[config.mk]
export PLATFORM = sky130hd
export DESIGN_NAME = dds_sweep_controller
export DESIGN_NICKNAME = d
export VERILOG_FILES = /design/src/rtl/dds_pkg.sv /design/src/rtl/dds_dwell_timer.sv /design/src/rtl/dds_sweep_controller.sv
export SDC_FILE = /design/constraint.sdc
export NUM_CORES = 1
export LEC_CHECK = 0
export CELL_PAD_IN_SITES_DETAIL_PLACEMENT = 0
export CELL_PAD_IN_SITES_GLOBAL_PLACEMENT = 1
export CORE_ASPECT_RATIO = 2
export CORE_MARGIN = 5
export CORE_UTILIZATION = 30
export CTS_CLUSTER_DIAMETER = 40
export DETAILED_ROUTE_END_ITERATION = 6
export HOLD_SLACK_MARGIN = 0.02
export PLACE_DENSITY = 0.63
export SLEW_MARGIN = 20
export SYNTH_ARGS = -nofsm -noshare
export SYNTH_HDL_FRONTEND = slang
export SYNTH_SLANG_ARGS = --single-unit
[constraint.sdc]
create_clock -name clk -period 3.3 [get_ports clk]
set_input_delay 0.33 -clock clk [delete_from_list [all_inputs] [get_ports clk]]
set_output_delay 0.33 -clock clk [all_outputs]
set_load 0.005 [all_outputs]
[src/rtl/dds_pkg.sv]
// Shared definitions for the DDS sweep controller slice: default widths,
// the sweep state encoding and the meaning of the two mode bits.
package dds_pkg;

    localparam int PHASE_WIDTH_DEFAULT = 24;
    localparam int STEP_WIDTH_DEFAULT  = 16;
    localparam int DWELL_WIDTH_DEFAULT = 16;

    // Bit positions inside the 2-bit mode word.
    localparam int MODE_TRI  = 0;  // 1 = triangle (up then down), 0 = up-ramp only
    localparam int MODE_CONT = 1;  // 1 = repeat forever, 0 = single-shot

    typedef enum logic [1:0] {
        IDLE      = 2'd0,
        RAMP_UP   = 2'd1,
        RAMP_DOWN = 2'd2
    } state_t;

    // Mode helpers so the controller reads in terms of intent, not bit numbers.
    function automatic logic is_triangle(input logic [1:0] mode_word);
        return mode_word[MODE_TRI];
    endfunction

    function automatic logic is_continuous(input logic [1:0] mode_word);
        return mode_word[MODE_CONT];
    endfunction

endpackage

[src/rtl/dds_dwell_timer.sv]
// Per-step dwell timer. The dwell limit is captured on load; while run is
// high the counter walks 0..dwell_l and step_end marks the last cycle of a
// step, so every step lasts dwell_l+1 cycles. With dwell_l=0 step_end stays
// high on every running cycle.
module dds_dwell_timer
    import dds_pkg::*;
#(
    parameter int DWELL_WIDTH = DWELL_WIDTH_DEFAULT
) (
    input  logic                   clk,
    input  logic                   rst_n,
    input  logic                   load,
    input  logic [DWELL_WIDTH-1:0] dwell_in,
    input  logic                   run,
    output logic                   step_end
);

    logic [DWELL_WIDTH-1:0] dwell_l;
    logic [DWELL_WIDTH-1:0] dwell_cnt;
    logic                   at_limit;

    assign at_limit = (dwell_cnt == dwell_l);
    assign step_end = run && at_limit;

    // Capture the limit on load; otherwise count while running and wrap at the limit.
    always_ff @(posedge clk or negedge rst_n) begin
        if (!rst_n) begin
            dwell_l   <= '0;
            dwell_cnt <= '0;
        end else if (load) begin
            dwell_l   <= dwell_in;
            dwell_cnt <= '0;
        end else if (run && !at_limit) begin
            dwell_cnt <= dwell_cnt + DWELL_WIDTH'(1);
        end else begin
            dwell_cnt <= '0;
        end
    end

endmodule

[src/rtl/dds_sweep_controller.sv]
// Stepped-frequency (linear chirp) sweep controller in front of the DDS.
// Configuration is captured on an accepted start; the sweep then walks fcw
// up (and optionally back down) one f_step per dwell period. All outputs
// come straight from registers.
//
// Control handshake: start is a level request sampled on the rising edge and
// accepted only in IDLE with abort low; there is no ready/ack beyond busy,
// which rises the cycle after acceptance and stays high until the sweep ends.
// abort is sampled on every rising edge and, outside IDLE, always wins.
module dds_sweep_controller
    import dds_pkg::*;
#(
    parameter int PHASE_WIDTH = PHASE_WIDTH_DEFAULT,
    parameter int STEP_WIDTH  = STEP_WIDTH_DEFAULT,
    parameter int DWELL_WIDTH = DWELL_WIDTH_DEFAULT
) (
    input  logic                   clk,
    input  logic                   rst_n,
    input  logic                   start,
    input  logic                   abort,
    input  logic [1:0]             mode,
    input  logic [PHASE_WIDTH-1:0] f_start,
    input  logic [PHASE_WIDTH-1:0] f_step,
    input  logic [STEP_WIDTH-1:0]  num_steps,
    input  logic [DWELL_WIDTH-1:0] dwell,
    input  logic [PHASE_WIDTH-1:0] phase_init,
    output logic [PHASE_WIDTH-1:0] fcw,
    output logic [PHASE_WIDTH-1:0] phase_offset,
    output logic                   dds_enable,
    output logic                   busy,
    output logic                   step_strobe,
    output logic                   sweep_dir,
    output logic                   done,
    output state_t                 state_dbg
);

    // Registered state and latched configuration.
    state_t                 state,       state_n;
    logic [1:0]             mode_l,      mode_n;
    logic [PHASE_WIDTH-1:0] f_start_l,   f_start_n;
    logic [PHASE_WIDTH-1:0] f_step_l,    f_step_n;
    logic [STEP_WIDTH-1:0]  num_steps_l, num_steps_n;
    logic [STEP_WIDTH-1:0]  step_idx,    step_idx_n;

    // Output registers.
    logic [PHASE_WIDTH-1:0] fcw_r,       fcw_n;
    logic [PHASE_WIDTH-1:0] phase_r,     phase_n;
    logic                   enable_r,    enable_n;
    logic                   busy_r,      busy_n;
    logic                   strobe_r,    strobe_n;
    logic                   dir_r,       dir_n;
    logic                   done_r,      done_n;

    // Control between the FSM and the dwell timer.
    logic timer_load;
    logic timer_run;
    logic step_end;
    logic sweep_end;
    logic stop_sweep;

    assign timer_run = (state != IDLE);

    dds_dwell_timer #(
        .DWELL_WIDTH (DWELL_WIDTH)
    ) u_dwell_timer (
        .clk      (clk),
        .rst_n    (rst_n),
        .load     (timer_load),
        .dwell_in (dwell),
        .run      (timer_run),
        .step_end (step_end)
    );

    // Next-state, step-index and fcw update; defaults hold everything and clear pulses.
    always_comb begin
        state_n     = state;
        mode_n      = mode_l;
        f_start_n   = f_start_l;
        f_step_n    = f_step_l;
        num_steps_n = num_steps_l;
        step_idx_n  = step_idx;
        fcw_n       = fcw_r;
        phase_n     = phase_r;
        enable_n    = enable_r;
        busy_n      = busy_r;
        strobe_n    = 1'b0;
        dir_n       = dir_r;
        done_n      = 1'b0;
        timer_load  = 1'b0;
        sweep_end   = 1'b0;
        stop_sweep  = 1'b0;

        case (state)
            IDLE: begin
                // fcw and phase_offset keep their last values while idle.
                if (start && !abort) begin
                    mode_n      = mode;
                    f_start_n   = f_start;
                    f_step_n    = f_step;
                    num_steps_n = num_steps;
                    timer_load  = 1'b1;
                    state_n     = RAMP_UP;
                    fcw_n       = f_start;
                    phase_n     = phase_init;
                    enable_n    = 1'b1;
                    busy_n      = 1'b1;
                    strobe_n    = 1'b1;
                    dir_n       = 1'b0;
                    step_idx_n  = '0;
                end
            end

            RAMP_UP: begin
                if (abort) begin
                    stop_sweep = 1'b1;
                end else if (step_end) begin
                    strobe_n = 1'b1;
                    if (step_idx < num_steps_l) begin
                        fcw_n      = fcw_r + f_step_l;
                        step_idx_n = step_idx + STEP_WIDTH'(1);
                    end else if (is_triangle(mode_l) && (num_steps_l != '0)) begin
                        // Turn around without repeating the top step.
                        state_n    = RAMP_DOWN;
                        dir_n      = 1'b1;
                        fcw_n      = fcw_r - f_step_l;
                        step_idx_n = step_idx - STEP_WIDTH'(1);
                    end else begin
                        sweep_end = 1'b1;
                    end
                end
            end

            RAMP_DOWN: begin
                if (abort) begin
                    stop_sweep = 1'b1;
                end else if (step_end) begin
                    strobe_n = 1'b1;
                    if (step_idx != '0) begin
                        fcw_n      = fcw_r - f_step_l;
                        step_idx_n = step_idx - STEP_WIDTH'(1);
                    end else begin
                        sweep_end = 1'b1;
                    end
                end
            end

            default: begin
                state_n = IDLE;
            end
        endcase

        // End of sweep: continuous mode restarts with no gap, single-shot finishes.
        if (sweep_end) begin
            if (is_continuous(mode_l)) begin
                state_n    = RAMP_UP;
                fcw_n      = f_start_l;
                dir_n      = 1'b0;
                step_idx_n = '0;
            end else begin
                stop_sweep = 1'b1;
            end
        end

        // Return to IDLE (completion or abort); fcw is frozen at its last value.
        if (stop_sweep) begin
            state_n    = IDLE;
            enable_n   = 1'b0;
            busy_n     = 1'b0;
            done_n     = 1'b1;
            strobe_n   = 1'b0;
            dir_n      = 1'b0;
            step_idx_n = '0;
        end
    end

    // State, configuration and output registers with asynchronous reset.
    always_ff @(posedge clk or negedge rst_n) begin
        if (!rst_n) begin
            state       <= IDLE;
            mode_l      <= '0;
            f_start_l   <= '0;
            f_step_l    <= '0;
            num_steps_l <= '0;
            step_idx    <= '0;
            fcw_r       <= '0;
            phase_r     <= '0;
            enable_r    <= 1'b0;
            busy_r      <= 1'b0;
            strobe_r    <= 1'b0;
            dir_r       <= 1'b0;
            done_r      <= 1'b0;
        end else begin
            state       <= state_n;
            mode_l      <= mode_n;
            f_start_l   <= f_start_n;
            f_step_l    <= f_step_n;
            num_steps_l <= num_steps_n;
            step_idx    <= step_idx_n;
            fcw_r       <= fcw_n;
            phase_r     <= phase_n;
            enable_r    <= enable_n;
            busy_r      <= busy_n;
            strobe_r    <= strobe_n;
            dir_r       <= dir_n;
            done_r      <= done_n;
        end
    end

    assign fcw          = fcw_r;
    assign phase_offset = phase_r;
    assign dds_enable   = enable_r;
    assign busy         = busy_r;
    assign step_strobe  = strobe_r;
    assign sweep_dir    = dir_r;
    assign done         = done_r;
    assign state_dbg    = state;

endmodule

# Yosys cells after proc, flatten, opt, wreduce, memory -nomap -nowiden
# Index checks and enable logic that the tools add are counted.
# op_classes
eq_ne	3
n_lt_le_gt_ge	1
add_sub_neg	5
n_mux	65
n_reduce_logical	15
# ops
cell	n
24-bit 2-to-1 mux	10
16-bit 2-to-1 mux	13
24-bit one-hot mux with 3 select lines	1
16-bit one-hot mux with 3 select lines	1
16-bit by 1-bit adder with 16-bit output (second input constant)	2
16-bit nonzero test	2
1-bit 2-to-1 mux	28
24-bit adder	1
24-bit subtractor	1
16-bit == test	1
16-bit < comparator	1
2-bit 2-to-1 mux	8
16-bit by 1-bit subtractor with 16-bit output (second input constant)	1
1-bit one-hot mux with 2 select lines	3
2-bit one-hot mux with 3 select lines	1
2-bit nonzero test	3
1-bit logical AND	4
2-bit AND reduction	2
2-bit by 1-bit == test with 1-bit output (second input constant)	1
2-bit == test (second input constant)	1
1-bit logical NOT	2
2-bit logical NOT	1
2-bit OR reduction	1
# word_totals
out_inout_bits	55
elab_cells	103
input_bits	110
regBits	168

# Logic depth before layout (Yosys ltp)
# Gate-level depths: netlist of run 1.
# depth
word_depth	10
ltp_mapped	13
mapped_depth_nobuf	13

# Cells and area by module
# Synthesis of run 1 repeated with hierarchy kept, for this count alone.
# hier_totals
cells_unflattened	1463
hier_area_um2	11830.1
# modules_own_cells
mod	area_per_inst_um2	instances	seq_area_each_um2	cells_per_inst
dds_sweep_controller	10243.6	1	3403.3	1326
dds_dwell_timer	1586.5	1	800.8	137

# Least setup slack after synthesis of run 1
# Ideal clock, no wire load.
# synth_timing
path_kind	register to register
start	reg fcw_r[1], in the netlist fcw[1]
end	reg fcw_r[17], in the netlist fcw[17]
stages_incl_launch_ff	11
path_buffers	0
required_time_ns	3.172
setup_ns	0.128
period_less_slack_ns	3.028
t_arrival_ns	2.899
setup_slack_ns	0.272
path_cell_list	dfrtp_1 > ha_1 > nor2b_1 > o31a_1 > o41a_1 > a211o_1 > a21oi_1 > o21ai_0 > a221o_1 > a222oi_1 > o31ai_1
# synth_via
elab_chain_len	8
elab_cells_between_ends	12
cone_classes	add/sub: 2; mux: 10
# synth_lines
item	line	source
from (decl)	dds_sweep_controller.sv:46	logic [PHASE_WIDTH-1:0] fcw_r, fcw_n;
from (signal assigned)	dds_sweep_controller.sv:199	fcw_r <= fcw_n;
24-bit subtractor	dds_sweep_controller.sv:125, dds_sweep_controller.sv:139	
24-bit 2-to-1 mux	dds_sweep_controller.sv:121	end else if (is_triangle(mode_l) && (num_steps_l != '0)) begin
24-bit 2-to-1 mux	dds_sweep_controller.sv:118	if (step_idx < num_steps_l) begin
24-bit 2-to-1 mux	dds_sweep_controller.sv:116	end else if (step_end) begin
24-bit 2-to-1 mux	dds_sweep_controller.sv:114	if (abort) begin
24-bit one-hot mux with 3 select lines (*)	dds_sweep_controller.sv:93	case (state)
24-bit 2-to-1 mux	dds_sweep_controller.sv:154	if (is_continuous(mode_l)) begin
24-bit 2-to-1 mux (*)	dds_sweep_controller.sv:153	if (sweep_end) begin
named net fcw_n[17]	dds_sweep_controller.sv:46	
# Mark *: on every way through the listed nets, which the timed path passes. The rest lies on a longest branch.
# A chain may end at the register's enable or synchronous reset.

# Final worst setup path of run 1
# layout_timing
start	reg fcw_r[3], in the netlist fcw[3]
end	reg fcw_r[21], in the netlist fcw[21]
# The elaborated chain is that of the path after synthesis.

==> out/qor.yml, run 1 <==
grt_pass1_wl_um: 76470
root_buffer: "clkbuf_16"
dpl_worst_slack_ns: -0.06436
status: "finished clean"
drt_iter0_markers: 689
synth_ff_type: "dfrtp_1"
die_w_um: 151.1
power_w: 0.01284
power.share.combinational: 0.582
instances_no_fill: 2298
htreeDepth: 4
min-delay-start: "phase_init[17]"
report.final.slew_viol_count: 0
setup_ws_ns: 0.1392
routed_via_density: 5.379
diodes: 0
yosysWarnings: 0
synth_edf_count: 0
critPathMaxFanout: 5
cts_buffers: 17
setup_violations: 0
startpoint: "fcw[3]$_DFF_PN0_"
grt_max_degree: 72
syn_area_per_cell_um2: 7.948
peakVddDrop_mv: 0.4281
clock-sinks: 168
first_pass_iters: 7
p_sw_w: 0.005814
slew_headroom: 0.5233
start_util: 0.3029
drtAntennaViolNets: 0
crit_required_ns: 3.64
port_buffers: 164
grt_pass1_vias: 12849
cp_data_arrival_time_ns: 3.50
drc: 0
hpwl_um: 40060
fin_nets: 1941
p_int_w: 0.007023
wirelength_um: 50720
syn_area_um2: 11950
dp.cells: 2262
yosysSeqAreaShare: 0.3519
sw_frac_of_total: 0.4529
antenna_found_initial: 0
gp_congestion: 0.9414
tightest_slew_ns: 0.7133
clkPwrFrac: 0.170
synth_fp_nets: 1684
path_clk_slew_ns: 0.09
worstSkewPairLatency_ns: 0.46
syn_to_final_growth_pct: 33.78
reg2reg_from: "fcw[3]$_DFF_PN0_"
critPathLaunchType: "flop"
drive_above_1_share: 0.1416
post-route-min-period_ns: 3.161
worstSetupPathType: "flop to flop"
wl_per_cell_um: 22.07
p_leak_nw: 7.119
max_freq_ghz: 0.3164
ys_ff_latch: 168
placed_area_um2: 15180
yosysUniqueCellTypes: 80
pin_count: 165
cp-end-kind: "flop"
synthArstFlopShare: 1.000
synthCells: 1503
grt-ovfl-total: 0
whs_ns: 0.3848
cts_tree: "done"
grt.total_usage: 0.2285
hold_viol: 0
final_area_um2: 15980
cts.path.max_buffers: 2
hp-class: "input port to flop"
die_y_um: 292.2
timing.final.crit_share: 0.9578
power_frac_seq: 0.247
skew_ns: 0.01655
die_area_um2: 44150
num_rows: 103
drv_cap: 0
power_density_nw_per_um2: 803.3
core_area_um2: 39440
vias: 12361
## per-stage QoR
step / setup TNS [ns] / util
after floorplan: 0 / -
after global placement: -0.04823 / 0.3850
after detailed placement: -0.06436 / 0.3850
after CTS: 0 / 0.4015
after global routing: -0.005435 / 0.4053
final: 0 / 0.4053
## what timing repair did
action | CTS | global route
hold buffers | 1 | 0
pin swaps | 0 | 9
setup buffers | 0 | 3
hold endpoints to repair | 62 | 0
setup endpoints to repair | 1 | 23
gates resized for setup | 1 | 22
## layer usage
layer | vias to the layer above | global-route usage | wire [µm]
met5 | - | 0 | 0
met4 | 0 | 0.1384 | 3139
met3 | 141 | 0.02709 | 2176
met2 | 455 | 0.4300 | 27700
met1 | 5936 | 0.2345 | 17700
li1 | 5829 | - | -
## worst paths after layout
check,end,slack (ns),depth (start not counted)
max,fcw[21]$_DFF_PN0_,0.14,11
min reg2reg,f_start_l[23]$_DFFE_PN0P_,0.47,2
min,phase_offset[17]$_DFFE_PN0P_,0.38,3
max in group asynchronous,f_start_l[6]$_DFFE_PN0P_,2.02,3
min in group asynchronous,phase_offset[19]$_DFFE_PN0P_,0.40,2
max reg2reg,fcw[21]$_DFF_PN0_,0.14,11
## layout by cell type, fill, tap and decap left out, types with 9 or more instances in the layout
| master | count |
|---|---|
| nand2_1 | 313 |
| dfrtp_1 | 168 |
| clkdlybuf4s50_1 | 163 |
| buf_4 | 158 |
| o21ai_0 | 113 |
| nor2_1 | 103 |
| a21oi_1 | 90 |
| inv_1 | 86 |
| ha_1 | 69 |
| nor3_1 | 32 |
| xnor2_1 | 29 |
| nand3_1 | 28 |
| xor2_1 | 24 |
| or3_1 | 22 |
| o211ai_1 | 22 |
| clkbuf_16 | 17 |
| and3_1 | 16 |
| o21a_1 | 14 |
| a221oi_1 | 14 |
| o31ai_1 | 14 |
| nand4_1 | 12 |
| a222oi_1 | 12 |
| nand2b_1 | 11 |
| a21o_1 | 11 |
| a31oi_1 | 11 |
| o221ai_1 | 11 |
| o21bai_1 | 9 |
| a211oi_1 | 9 |
| o22ai_1 | 9 |
| mux2i_1 | 9 |
## kinds of logic (layout without fill, tap and decap cells)
group	count (synthesis)	in the layout	synth area share
AOI/OAI and AO/OA	428	428	0.2428
and+or+nand+nor	591	591	0.2215
muxes	12	12	0.01037
DFF	168	168	0.3519
adders and majority gates	71	71	0.07562
xor gates and xnor gates	53	53	0.03886
buffers and inverters	180	450	0.05896
## cells in the mapped netlist (10+ instances only)
master,n,share of area
nand2_1,314,0.099
dfrtp_1,168,0.35
o21ai_0,114,0.048
nor2_1,104,0.033
a21oi_1,93,0.039
inv_1,87,0.027
ha_1,69,0.072
clkbuf_1,61,0.019
nor3_1,33,0.014
xnor2_1,29,0.021
nand3_1,28,0.012
xor2_1,24,0.018
o211ai_1,22,0.014
or3_1,22,0.012
buf_2,17,0.0071
and3_1,16,0.0084
a221oi_1,15,0.011
o21a_1,14,0.0088
o31ai_1,14,0.0088
a222oi_1,12,0.010
buf_1,12,0.0038
nand4_1,12,0.0063
o221ai_1,12,0.0088
a21o_1,11,0.0069
a31oi_1,11,0.0058
nand2b_1,11,0.0058
a211oi_1,10,0.0063
## final cells by class
class,count,area [µm²]
Clock buffer,17,425.4
Multi-Input combinational cell,1155,7181
Clock inverter,15,205.2
Timing Repair Buffer,330,2979
Inverter,88,330.3
Sequential cell,168,4204
Fill cell,4110,23450
Tap cell,525,656.9
## power groups by stage
stage	registers [W]	clock network [W]	logic, W
floorplan	0.00318	0	0.00413
global placement	0.00319	0	0.00727
global route	0.00326	0.00232	0.00810
finish	0.00318	0.00219	0.00747
CTS	0.00318	0.00225	0.00735
detailed placement	0.00321	0	0.00729
## flip-flops by register name, summed over array words and instances (netlist names)
register	count
sweep_dir	1
mode_l	2
fcw	24
u_dwell_timer.dwell_l	16
u_dwell_timer.dwell_cnt	16
busy	1
f_start_l	24
phase_offset	24
num_steps_l	16
done	1
state_dbg	2
f_step_l	24
step_strobe	1
step_idx	16
## critical path, stage by stage, from the launching register on
cell	delay, ns
dfrtp_1	0.39
buf_4	0.17
ha_1	0.29
nor3b_1	0.17
o21a_1	0.20
a21oi_1	0.42
a211oi_2	0.19
o211ai_1	0.40
nand2_1	0.13
a221o_1	0.31
a222oi_1	0.27
o31ai_1	0.10
No activity file was read; power rests on OpenSTA's default activity.
==> run 2, diff against run 1 <==
--- a/config.mk
+++ b/config.mk
@@ -8,11 +8,10 @@
 export CELL_PAD_IN_SITES_DETAIL_PLACEMENT = 0
 export CELL_PAD_IN_SITES_GLOBAL_PLACEMENT = 1
 export CORE_ASPECT_RATIO = 2
-export CORE_MARGIN = 5
+export CORE_MARGIN = 8
 export CORE_UTILIZATION = 30
 export CTS_CLUSTER_DIAMETER = 40
 export DETAILED_ROUTE_END_ITERATION = 6
-export HOLD_SLACK_MARGIN = 0.02
 export PLACE_DENSITY = 0.63
 export SLEW_MARGIN = 20
 export SYNTH_ARGS = -nofsm -noshare
==> run 2 against run 1 <==
Net effect: clock power fell by 5%; hold slack got worse by 0.0035 ns; total power fell by 0.38%; count of clock-buffer cells in the layout rose by 1; critical path depth fell by 1; final area rose by 0.19%; highest routed layer unchanged.
==> out/qor.yml, run 2 (synthesis results as in run 1) <==
hold_viol: 0  # unchanged
die_w_um: 157.1  # was 151.1 µm
timing.final.crit_share: 0.9721  # was 0.9578
cp-end-kind: "flop"  # unchanged
worstSkewPairLatency_ns: 0.47  # was 0.46 ns
report.final.slew_viol_count: 0  # unchanged
routed_via_density: 5.357  # was 5.379
use_met3: 0.03133  # was 0.02709
whs_ns: 0.3812  # was 0.3848 ns
power_density_nw_per_um2: 798.7  # was 803.3 nW/µm²
crit_slowest_cell: "o211ai_1"  # was a21oi_1
first_pass_iters: 6  # was 7
critical_path.top_delay_family: "compound AO/OA/AOI/OAI gates"  # unchanged
grtUsageMet1: 0.2222  # was 0.2345
cts.path.max_buffers: 2  # unchanged
vias: 12337  # was 12,361
cts_buffers: 17  # unchanged
instances_no_fill: 2303  # was 2,298
final_area_um2: 16010  # was 15,980 µm²
peakVddDrop_mv: 0.3615  # was 0.4281 mV
wirelength_um: 52230  # was 50,720 µm
skew_ns: 0.01395  # was 0.01655 ns
grt_max_degree: 72  # unchanged
critPathLaunchType: "flop"  # unchanged
cts_tree: "done"  # unchanged
max_stage_delay_ns: 0.49  # was 0.42 ns
crit_required_ns: 3.64  # about the same
drt_iter0_markers: 636  # was 689
hpwl_um: 41230  # was 40,060 µm
drtAntennaViolNets: 0  # unchanged
p_leak_nw: 7.131  # was 7.119 nW
path_cells: "ha_1 -> nor2b_1 -> o311a_1 -> a21oi_1 -> a211oi_2 -> o211ai_1 -> nand2_1 -> a221o_1 -> a222oi_1 -> o31ai_1"  # was buf_4 -> ha_1 -> nor3b_1 -> o21a_1 -> a21oi_1 -> a211oi_2 -> o211ai_1 -> nand2_1 -> a221o_1 -> a222oi_1 -> o31ai_1
status: "finished clean"  # unchanged
setup_violations: 0  # unchanged
htreeDepth: 4  # unchanged
wl_per_cell_um: 22.68  # was 22.07 µm
layout_commonest_cell: "nand2_1"  # unchanged
max_freq_ghz: 0.3117  # was 0.3164 GHz
drc: 0  # unchanged
die_area_um2: 46850  # was 44,150 µm²
drv_cap: 0  # unchanged
drive_above_1_share: 0.1485  # was 0.1416
grt_pass1_wl_um: 79460  # was 76,470 µm
worstSetupPathType: "flop to flop"  # unchanged
num_rows: 103  # unchanged
die_y_um: 298.2  # was 292.2 µm
path_buf_inv: 0  # was 1
fin_nets: 1946  # was 1,941
rsz0062_at_grt: "no"
grt-ovfl-total: 0  # unchanged
core_area_um2: 39440  # unchanged
grt.total_usage: 0.2255  # was 0.2285
grt_pass1_vias: 13119  # was 12,849
pin_count: 165  # unchanged
post-route-min-period_ns: 3.208  # was 3.161 ns
diodes: 0  # unchanged
tightest_slew_ns: 0.6101  # was 0.7133 ns
placed_area_um2: 15230  # was 15,180 µm²
antenna_found_initial: 0  # unchanged
clock-sinks: 168  # unchanged
dp.cells: 2267  # was 2,262
port_buffers: 164  # unchanged
layout_common_cells: "nand2_1 (314), dfrtp_1 (167), clkdlybuf4s50_1 (163), buf_4 (161), o21ai_0 (109)"  # was nand2_1 (313), dfrtp_1 (168), clkdlybuf4s50_1 (163), buf_4 (158), o21ai_0 (113)
start_util: 0.3029  # unchanged
root_buffer: "clkbuf_16"  # unchanged
syn_to_final_growth_pct: 34.03  # was 33.78%
critPathMaxFanout: 5  # unchanged
slew_headroom: 0.5898  # was 0.5233
gr-max-usage-layer: "met2"  # unchanged
gp_congestion: 0.9547  # was 0.9414
path_clk_slew_ns: 0.08  # was 0.09 ns
grt.met2_usage: 0.4192  # was 0.4300
cp_data_arrival_time_ns: 3.55  # was 3.50 ns
hp-class: "input port to flop"  # unchanged
## run 2: cell count changes in the layout (fill, tap and decap cells not counted), sizes merged
cell,previous run,this run
inv,93,95
clkbuf,17,18
bufinv,1,0
clkinv,9,5
clkinvlp,0,2
buf,166,171
## run 2: what timing repair did
| action | in CTS | in global routing |
|---|---|---|
| hold buffers | 1 | 0 |
| buffers inserted | 0 | 3 |
| pin swaps | 1 | 14 |
| endpoints found under the setup margin | 8 | 24 |
| gates resized for setup | 6 | 30 |
| cloned | 0 | 0 |
| hold endpoints to repair | 51 | 0 |
## run 2: final cells by class
| class | instances | area, µm² |
|---|---|---|
| Sequential cell | 168 | 4205 |
| Tap cell | 525 | 656.9 |
| Inverter | 88 | 330.3 |
| Clock inverter | 14 | 152.6 |
| Timing Repair Buffer | 335 | 3033 |
| Clock buffer | 18 | 439.2 |
| Multi-Input combinational cell | 1155 | 7194 |
| Fill cell | 4196 | 23420 |
## run 2: final timing paths
kind	from	slack, ns	end	cells after the start
min in group asynchronous	rst_n	0.39	phase_offset[17]$_DFFE_PN0P_	2
setup / recovery	fcw[0]$_DFF_PN0_	0.09	fcw[21]$_DFF_PN0_	10
max in group asynchronous	rst_n	2.12	f_start_l[9]$_DFFE_PN0P_	3
setup reg to reg	fcw[0]$_DFF_PN0_	0.09	fcw[21]$_DFF_PN0_	10
hold / removal	phase_init[12]	0.38	phase_offset[12]$_DFFE_PN0P_	3
hold reg to reg	phase_offset[23]$_DFFE_PN0P_	0.48	phase_offset[23]$_DFFE_PN0P_	2
## run 2: worst min-delay path, stage by stage
cell and delay [ns]:
clkdlybuf4s50_1 0.39, nand2_1 0.05, nand2_1 0.04
## run 2: metal layers
layer | vias to the layer above | part of all wire
li1 | 5837 | -
met1 | 5930 | 0.34
met2 | 424 | 0.54
met3 | 146 | 0.045
met4 | 0 | 0.074
met5 | - | 0
## run 2: power by group
| part | switching (W) | leakage [nW] | total (W) | internal [W] |
|---|---|---|---|---|
| clock | 0.00104 | 0.284 | 0.00207 | 0.00103 |
| sequential | 0.000474 | 2.13 | 0.00319 | 0.00272 |
| combinational | 0.00432 | 4.71 | 0.00752 | 0.00321 |
## run 2: per-stage QoR
stage	power, W	util	setup TNS (ns)	setup WS, ns
floorplan	0.007304	-	0	0.2722
global placement	0.01046	0.3863	-0.05052	-0.05052
detailed placement	0.01047	0.3863	-0.1407	-0.09026
CTS	0.01268	0.4022	0	0.01849
global route	0.01368	0.4060	0	0.002703
finish	0.01279	0.4060	0	0.09208
